--- src/rtl/eight_bit_int_sqrt_engine.sv ---
// Sequential restoring square-root engine: one root bit per clock, start/done handshake.
// Root is zero-extended to radicand width; remainder = radicand - root*root.
module eight_bit_int_sqrt_engine #(
    parameter int WIDTH = 8
) (
    input  logic               clk,
    input  logic               rst_n,
    input  logic               start,
    input  logic [WIDTH-1:0]   radicand,
    output logic               ready,
    output logic               busy,
    output logic               done,
    output logic [WIDTH-1:0]   root,
    output logic [WIDTH/2:0]   remainder
);

    localparam int HW = WIDTH / 2;
    localparam int RW = HW + 2;
    localparam int CW = (HW > 1) ? $clog2(HW) : 1;

    // Handshake: start is accepted on any rising edge where ready=1; done pulses for
    // exactly one cycle and root/remainder stay valid until the next accepted start.
    typedef enum logic [1:0] {
        ST_IDLE = 2'd0,
        ST_CALC = 2'd1,
        ST_DONE = 2'd2
    } state_t;

    state_t            state_q, state_d;
    logic [WIDTH-1:0]  rad_q,   rad_d;
    logic [HW-1:0]     q_q,     q_d;
    logic [RW-1:0]     r_q,     r_d;
    logic [CW-1:0]     cnt_q,   cnt_d;
    logic [WIDTH-1:0]  root_q,  root_d;
    logic [HW:0]       rem_q,   rem_d;

    logic [RW+1:0]     r_shift;
    logic [RW+1:0]     trial;
    logic              ge;
    logic [RW-1:0]     r_iter;
    logic [HW-1:0]     q_iter;

    // One restoring step: the radicand shift register always presents the next
    // bit pair at its top, so no indexed select by the counter is needed.
    always_comb begin
        r_shift = {r_q, rad_q[WIDTH-1 -: 2]};
        trial   = {2'b00, q_q, 2'b01};
        ge      = (r_shift >= trial);
        r_iter  = ge ? RW'(r_shift - trial) : RW'(r_shift);
        q_iter  = {q_q[HW-2:0], ge};
    end

    always_comb begin
        state_d = state_q;
        rad_d   = rad_q;
        q_d     = q_q;
        r_d     = r_q;
        cnt_d   = cnt_q;
        root_d  = root_q;
        rem_d   = rem_q;
        case (state_q)
            ST_IDLE: begin
                if (start) begin
                    rad_d   = radicand;
                    q_d     = '0;
                    r_d     = '0;
                    cnt_d   = CW'(HW - 1);
                    state_d = ST_CALC;
                end
            end
            ST_CALC: begin
                rad_d = {rad_q[WIDTH-3:0], 2'b00};
                q_d   = q_iter;
                r_d   = r_iter;
                if (cnt_q == '0) begin
                    root_d  = {{(WIDTH-HW){1'b0}}, q_iter};
                    rem_d   = (HW+1)'(r_iter);
                    state_d = ST_DONE;
                end else begin
                    cnt_d = cnt_q - CW'(1);
                end
            end
            ST_DONE: begin
                state_d = ST_IDLE;
            end
            default: begin
                state_d = ST_IDLE;
            end
        endcase
    end

    always_ff @(posedge clk or negedge rst_n) begin
        if (!rst_n) begin
            state_q <= ST_IDLE;
            rad_q   <= '0;
            q_q     <= '0;
            r_q     <= '0;
            cnt_q   <= '0;
            root_q  <= '0;
            rem_q   <= '0;
        end else begin
            state_q <= state_d;
            rad_q   <= rad_d;
            q_q     <= q_d;
            r_q     <= r_d;
            cnt_q   <= cnt_d;
            root_q  <= root_d;
            rem_q   <= rem_d;
        end
    end

    assign ready     = (state_q == ST_IDLE);
    assign busy      = (state_q == ST_CALC);
    assign done      = (state_q == ST_DONE);
    assign root      = root_q;
    assign remainder = rem_q;

endmodule
--- config.mk ---
export PLATFORM = sky130hd
export DESIGN_NAME = eight_bit_int_sqrt_engine
export DESIGN_NICKNAME = d
export VERILOG_FILES = /design/src/rtl/eight_bit_int_sqrt_engine.sv
export SDC_FILE = /design/constraint.sdc
export NUM_CORES = 1
export LEC_CHECK = 0
export CORE_MARGIN = 2
export CORE_UTILIZATION = 52
export DETAILED_ROUTE_END_ITERATION = 6
export PLACE_DENSITY = 0.8
export SLEW_MARGIN = 20
export SYNTH_ARGS = -nofsm -noshare
export SYNTH_HDL_FRONTEND = slang
export SYNTH_SLANG_ARGS = --single-unit
--- constraint.sdc ---
create_clock -name clk -period 2.7 [get_ports clk]
set_clock_uncertainty 0.1 [all_clocks]
set_input_delay 0.81 -clock clk [delete_from_list [all_inputs] [get_ports clk]]
set_output_delay 0.81 -clock clk [all_outputs]
set_load 0.005 [all_outputs]
Word-level counts from Yosys, hierarchy flattened
Index checks and enable logic that the tools add are counted.

Register bits: 31. Bits in latches: 0. Bits in writable memories: 0. ROM bits: 0. Input bits: 11. Output and inout port bits: 16. Logic and storage cells: 35. Memories: 0.

Add/sub/neg operators: 2. Multiply operators: 0. Div/mod/pow operators: 0. Order comparisons: 1. Equal/unequal tests: 5. Shift-type cells: 0. Mux-type cells: 13. Bitwise logic cells: 0. Reduce and logical (&&, ||, !) cells: 7.

Operators with widths (number): 8-bit case mux with 2 select lines (1); 6-bit two-way mux (2); 6-bit case mux with 2 select lines (1); 8-bit by 6-bit greater-or-equal comparator with 1-bit output (1); 2-bit two-way mux (4); 8-bit two-way mux (1); 2-bit case mux with 2 select lines (2); 4-bit case mux with 2 select lines (1); 2-bit AND reduction (3); 6-bit subtractor (1); 2-bit logical NOT (2); 4-bit two-way mux (1); 2-bit != test, second input constant (2); 3-bit AND reduction (1); 2-bit by 1-bit == test with 1-bit output, second input constant (1); 2-bit == test, second input constant (1); 2-bit by 1-bit != test with 1-bit output, second input constant (1); 2-bit nonzero test (1); 2-bit by 1-bit subtractor with 2-bit output, second input constant (1).

Depth between registers and ports, before layout
Depth in word-level cells: 3. Gate-level depth with buffers: 7. Gate-level depth less buffers: 7.

Worst setup path before layout
No wires, ideal clock.

Path kind: register to register. From: register q_q[1]. To: register rem_q[0], in the netlist remainder[0]. Setup time: 0.125 ns. Arrival: 1.671 ns. Setup slack: 0.804 ns. Cell stages (with the launch flop): 8. Buffers on the path: 0. Period minus slack after synthesis: 1.896 ns. Cells stage by stage: dfrtp_1 -> inv_1 -> ha_1 -> a21o_1 -> a31oi_1 -> o21ai_4 -> xnor2_1 -> mux2_4.

Longest elaborated chain between the ends: 2.

RTL lines: start: declaration (RTL line 31) `logic [HW-1:0] q_q, q_d;`; start signal: assignment (RTL line 104) `q_q <= q_d;`; 8-bit by 6-bit greater-or-equal comparator with 1-bit output (RTL line 48) `ge = (r_shift >= trial);`; 6-bit two-way mux (RTL line 49) `r_iter = ge ? RW'(r_shift - trial) : RW'(r_shift);`; end signal: assignment (RTL line 108) `rem_q <= rem_d;`; end: declaration (RTL line 35) `logic [HW:0] rem_q, rem_d;`.

Every way passes these cells. A chain may end at the register's enable or synchronous reset.

Worst setup path after layout
From: register state_q[1]. To: output port busy.

Longest elaborated chain between the ends: 1.

RTL lines: start: declaration (RTL line 29) `state_t state_q, state_d;`; start signal: assignment (RTL line 102) `state_q <= state_d;`; 2-bit by 1-bit == test with 1-bit output (RTL line 113) `assign busy = (state_q == ST_CALC);`; end: declaration (RTL line 11) `output logic busy,`.

Every way passes these cells.

==> summary.txt <==
Power
  • Leak: slightly below 0.9 nW
  • Switching power: 0.992 mW
  • VDD IR-drop max: 0.000669 V
  • Sw frac: 40.3%
  • Power Density: 1290 nW/um^2
  • Pint: between 1 and 1.5 mW
  • Comb pwr share: 57.4%
  • Clock Power Share: 9.6%
  • Sequential share of power: 32.9%

Timing
  • Final Cycle Share: between 90% and 100%
  • RSZ-0062 raised after global routing: false
  • Max-slew violation count: 0
  • Final WS setup: between 0.1 and 0.15 ns
  • Hold WS: 0.379 ns
  • Min Tclk post-route: roughly 2.6 ns
  • Final Hold Violating Endpoints: 0
  • Final setup fails: 0
  • Post-route setup TNS: 0 ns
  • Max Fclk: 389 MHz

Setup path
  • Crit-path max FO: 10
  • Startpoint types: flip-flop
  • R2r endpoint: remainder[0]
  • Critical Path Sink Type: primary output
  • CP peak stage delay: 0.51 ns
  • Critical Path Slowest Stage Cell: clkdlybuf4s50_1
  • Origin of the critical flop-to-flop path: q_q[1]
  • Reg2Reg Depth: 7
  • Data required, critical path: 1.79 ns
  • Crit Path Class: flip-flop to primary output
  • R2r setup slk: between 0.6 and 0.7 ns
  • Cell chain of the critical path: nand2b_2, inv_2, clkdlybuf4s50_1
  • Critical Path AT: 1.66 ns

Hold path
  • Worst hold path class: flip-flop to flip-flop
  • Hold depth: 1
  • Hold_sp: cnt_q[0]
  • Worst Hold Endpoint: cnt_q[0]

Place
  • DP Wirelength: 2210 microns
  • Placed Cells: roughly 210
  • PortBufs: 22
  • Setup WS pre-CTS: between 0.3 and 0.4 ns
  • GP Congestion: 0.778

Synthesis
  • Yosys top cell by area: dfrtp_1
  • Yosys cell types: 32
  • Synthesis-stage register bit count: 31
  • Synth warnings: 0
  • Cells after Synth: between 150 and 200
  • Post-synthesis sequential area ratio: 48.8%
  • Post-Syn Area: 1590 sq um
  • Yosys top cell area share: 48.8%
  • Mean post-synth cell area: slightly below 10 sq um
  • Top cells by area, synth: dfrtp_1 (49%), o21ai_0 (6.6%), ha_1 (5.5%)

Floorplan
  • IO Pins: 27
  • Die width: 59.3 microns
  • Die Span Y: 59.3 microns
  • Num rows: 20
  • Core Area: 2980 sq um
  • Starting Density: 53.4%
  • Die area: ~3500 sq um

GRT
  • Vias in the first global route: approximately 1200
  • Initial antenna violation count: 0
  • Largest net degree at the start of global routing: 32
  • Gr ovfl total: 0
  • First-pass GRT wire length: roughly 5100 microns
  • Overall Global Routing Usage: 20.0%

Detailed routing
  • DRC Markers: 0
  • Mean routed wirelength per cell: 14.0 microns
  • Met1 wire length: approximately 1300 microns
  • Final ANT Viol Nets: 0
  • Initial DRC count: 43
  • Via count: 1180
  • Max Used Layer: met4
  • Routed wl met3: 130 microns
  • First-pass DRT Iterations: 4
  • Final WL: about 3100 microns
  • Met2 WL: approximately 1600 microns
  • Vias per std cell: between 5 and 6

Layout
  • Most frequent cells in the layout: dfrtp_1 (31), clkdlybuf4s50_1 (22), nand2_1 (21), o21ai_0 (21), a21oi_1 (11)
  • Diodes inserted: 0
  • Final net count: ~210
  • Commonest non-fill, non-tap cell in the layout: dfrtp_1
  • Multi-input logic area: 739 sq um
  • Layout area overhead: 20.1%
  • Layout cells sized above 1: 10.5%
  • Non-filler instance count after layout: 223
  • Filler cells: 249
  • Storage cell area: 776 sq um

Run status
  • Status: finished, final reports clean

CTS
  • TritonCTS Buffers: 5
  • Clock transition at path regs: 0.09 ns
  • Clock Path Buffers: 2
  • CTS root buf: clkbuf_4
  • Hold buffers post-CTS: 0
  • Worst-Skew Late Latency: 0.33 ns
  • CTS tree: yes
  • H-Tree Depth: 2
  • Clock sinks: 31

Job
  • Max-Cap Viols: 0
==> logic make-up after synthesis <==
group	share of synthesized area, %
mux	5.12
buf+inv	5.51
compound gates	19.6
other cells	0.236
flops	48.8
simple gates	12.4
fa+ha+maj	5.51
xor+xnor	2.76
==> through the flow <==
stage	cell area, sq um	util (%)	power (mW)
global route	1910	64.1	2.67
floorplan	1600	-	1.78
finish	1910	64.1	2.46
detailed placement	1840	61.8	2.19
CTS	1880	63.2	2.43
global placement	1840	61.8	2.13
==> state kept, by name, indices dropped and copies added, names as in the netlist <==
register	flops
r_q	6
rad_q	8
remainder	5
state_q	2
q_q	4
cnt_q	2
root	4
==> worst max-delay path by stage <==
stage / cells past startpoint / end / slack [ns] / start
floorplan: 7 / remainder[0] / 0.80 / q_q[1]
global placement: 4 / rad_q[5] / 0.40 / start
detailed placement: 4 / rad_q[3] / 0.33 / start
CTS: 3 / busy / 0.007 / state_q[1]
global route: 3 / busy / 0.05 / state_q[1]
finish: 3 / busy / 0.13 / state_q[1]
==> per-layer routing <==
layer / vias to the layer above / GRT usage (%)
met2: 19 / 33.6
met3: 6 / 6.77
met1: 559 / 23.0
met4: 0 / 8.44
met5: - / 0
li1: 596 / -
==> repair_timing <==
action                     in CTS  in global routing
gates resized for setup         0                  1
setup endpoints to repair       0                  1
setup buffers                   0                  3
==> cells in the mapped netlist, drive strengths merged <==
cell / n
dfrtp: 31
a21o: 1
xnor2: 4
mux2i: 4
nor2b: 8
and3b: 2
buf: 5
clkbuf: 4
o21ai: 24
a21oi: 11
a22oi: 4
ha: 7
o21a: 2
inv: 10
o21bai: 1
nor2: 7
nand2: 21
a2111oi: 1
or3: 1
mux2: 3
a22o: 2
nand2b: 3
xor2: 1
conb: 1
o22ai: 1
a31oi: 2
==> power by group through the flow <==
stage,clock [mW],sequential [mW],combinational (mW)
floorplan,0,0.797,0.983
global placement,0,0.804,1.33
detailed placement,0,0.821,1.37
CTS,0.246,0.810,1.38
global route,0.261,0.838,1.58
finish,0.238,0.812,1.41
==> final cells by class <==
cell class / instances / share of cell area, %
flip-flops and latches: 31 / 40.7
multi-input cells: 114 / 38.8
repair buffers: 29 / 14.3
clock buffers: 6 / 2.16
well taps: 33 / 2.16
inverters: 10 / 1.97
==> critical path, delay by kind of cell (launching register included) <==
family	cells	cell delay, ns
buffers and inverters	2	0.66
and+or+nand+nor	1	0.27
DFF	1	0.39
Power figures use the tool's default switching activity.
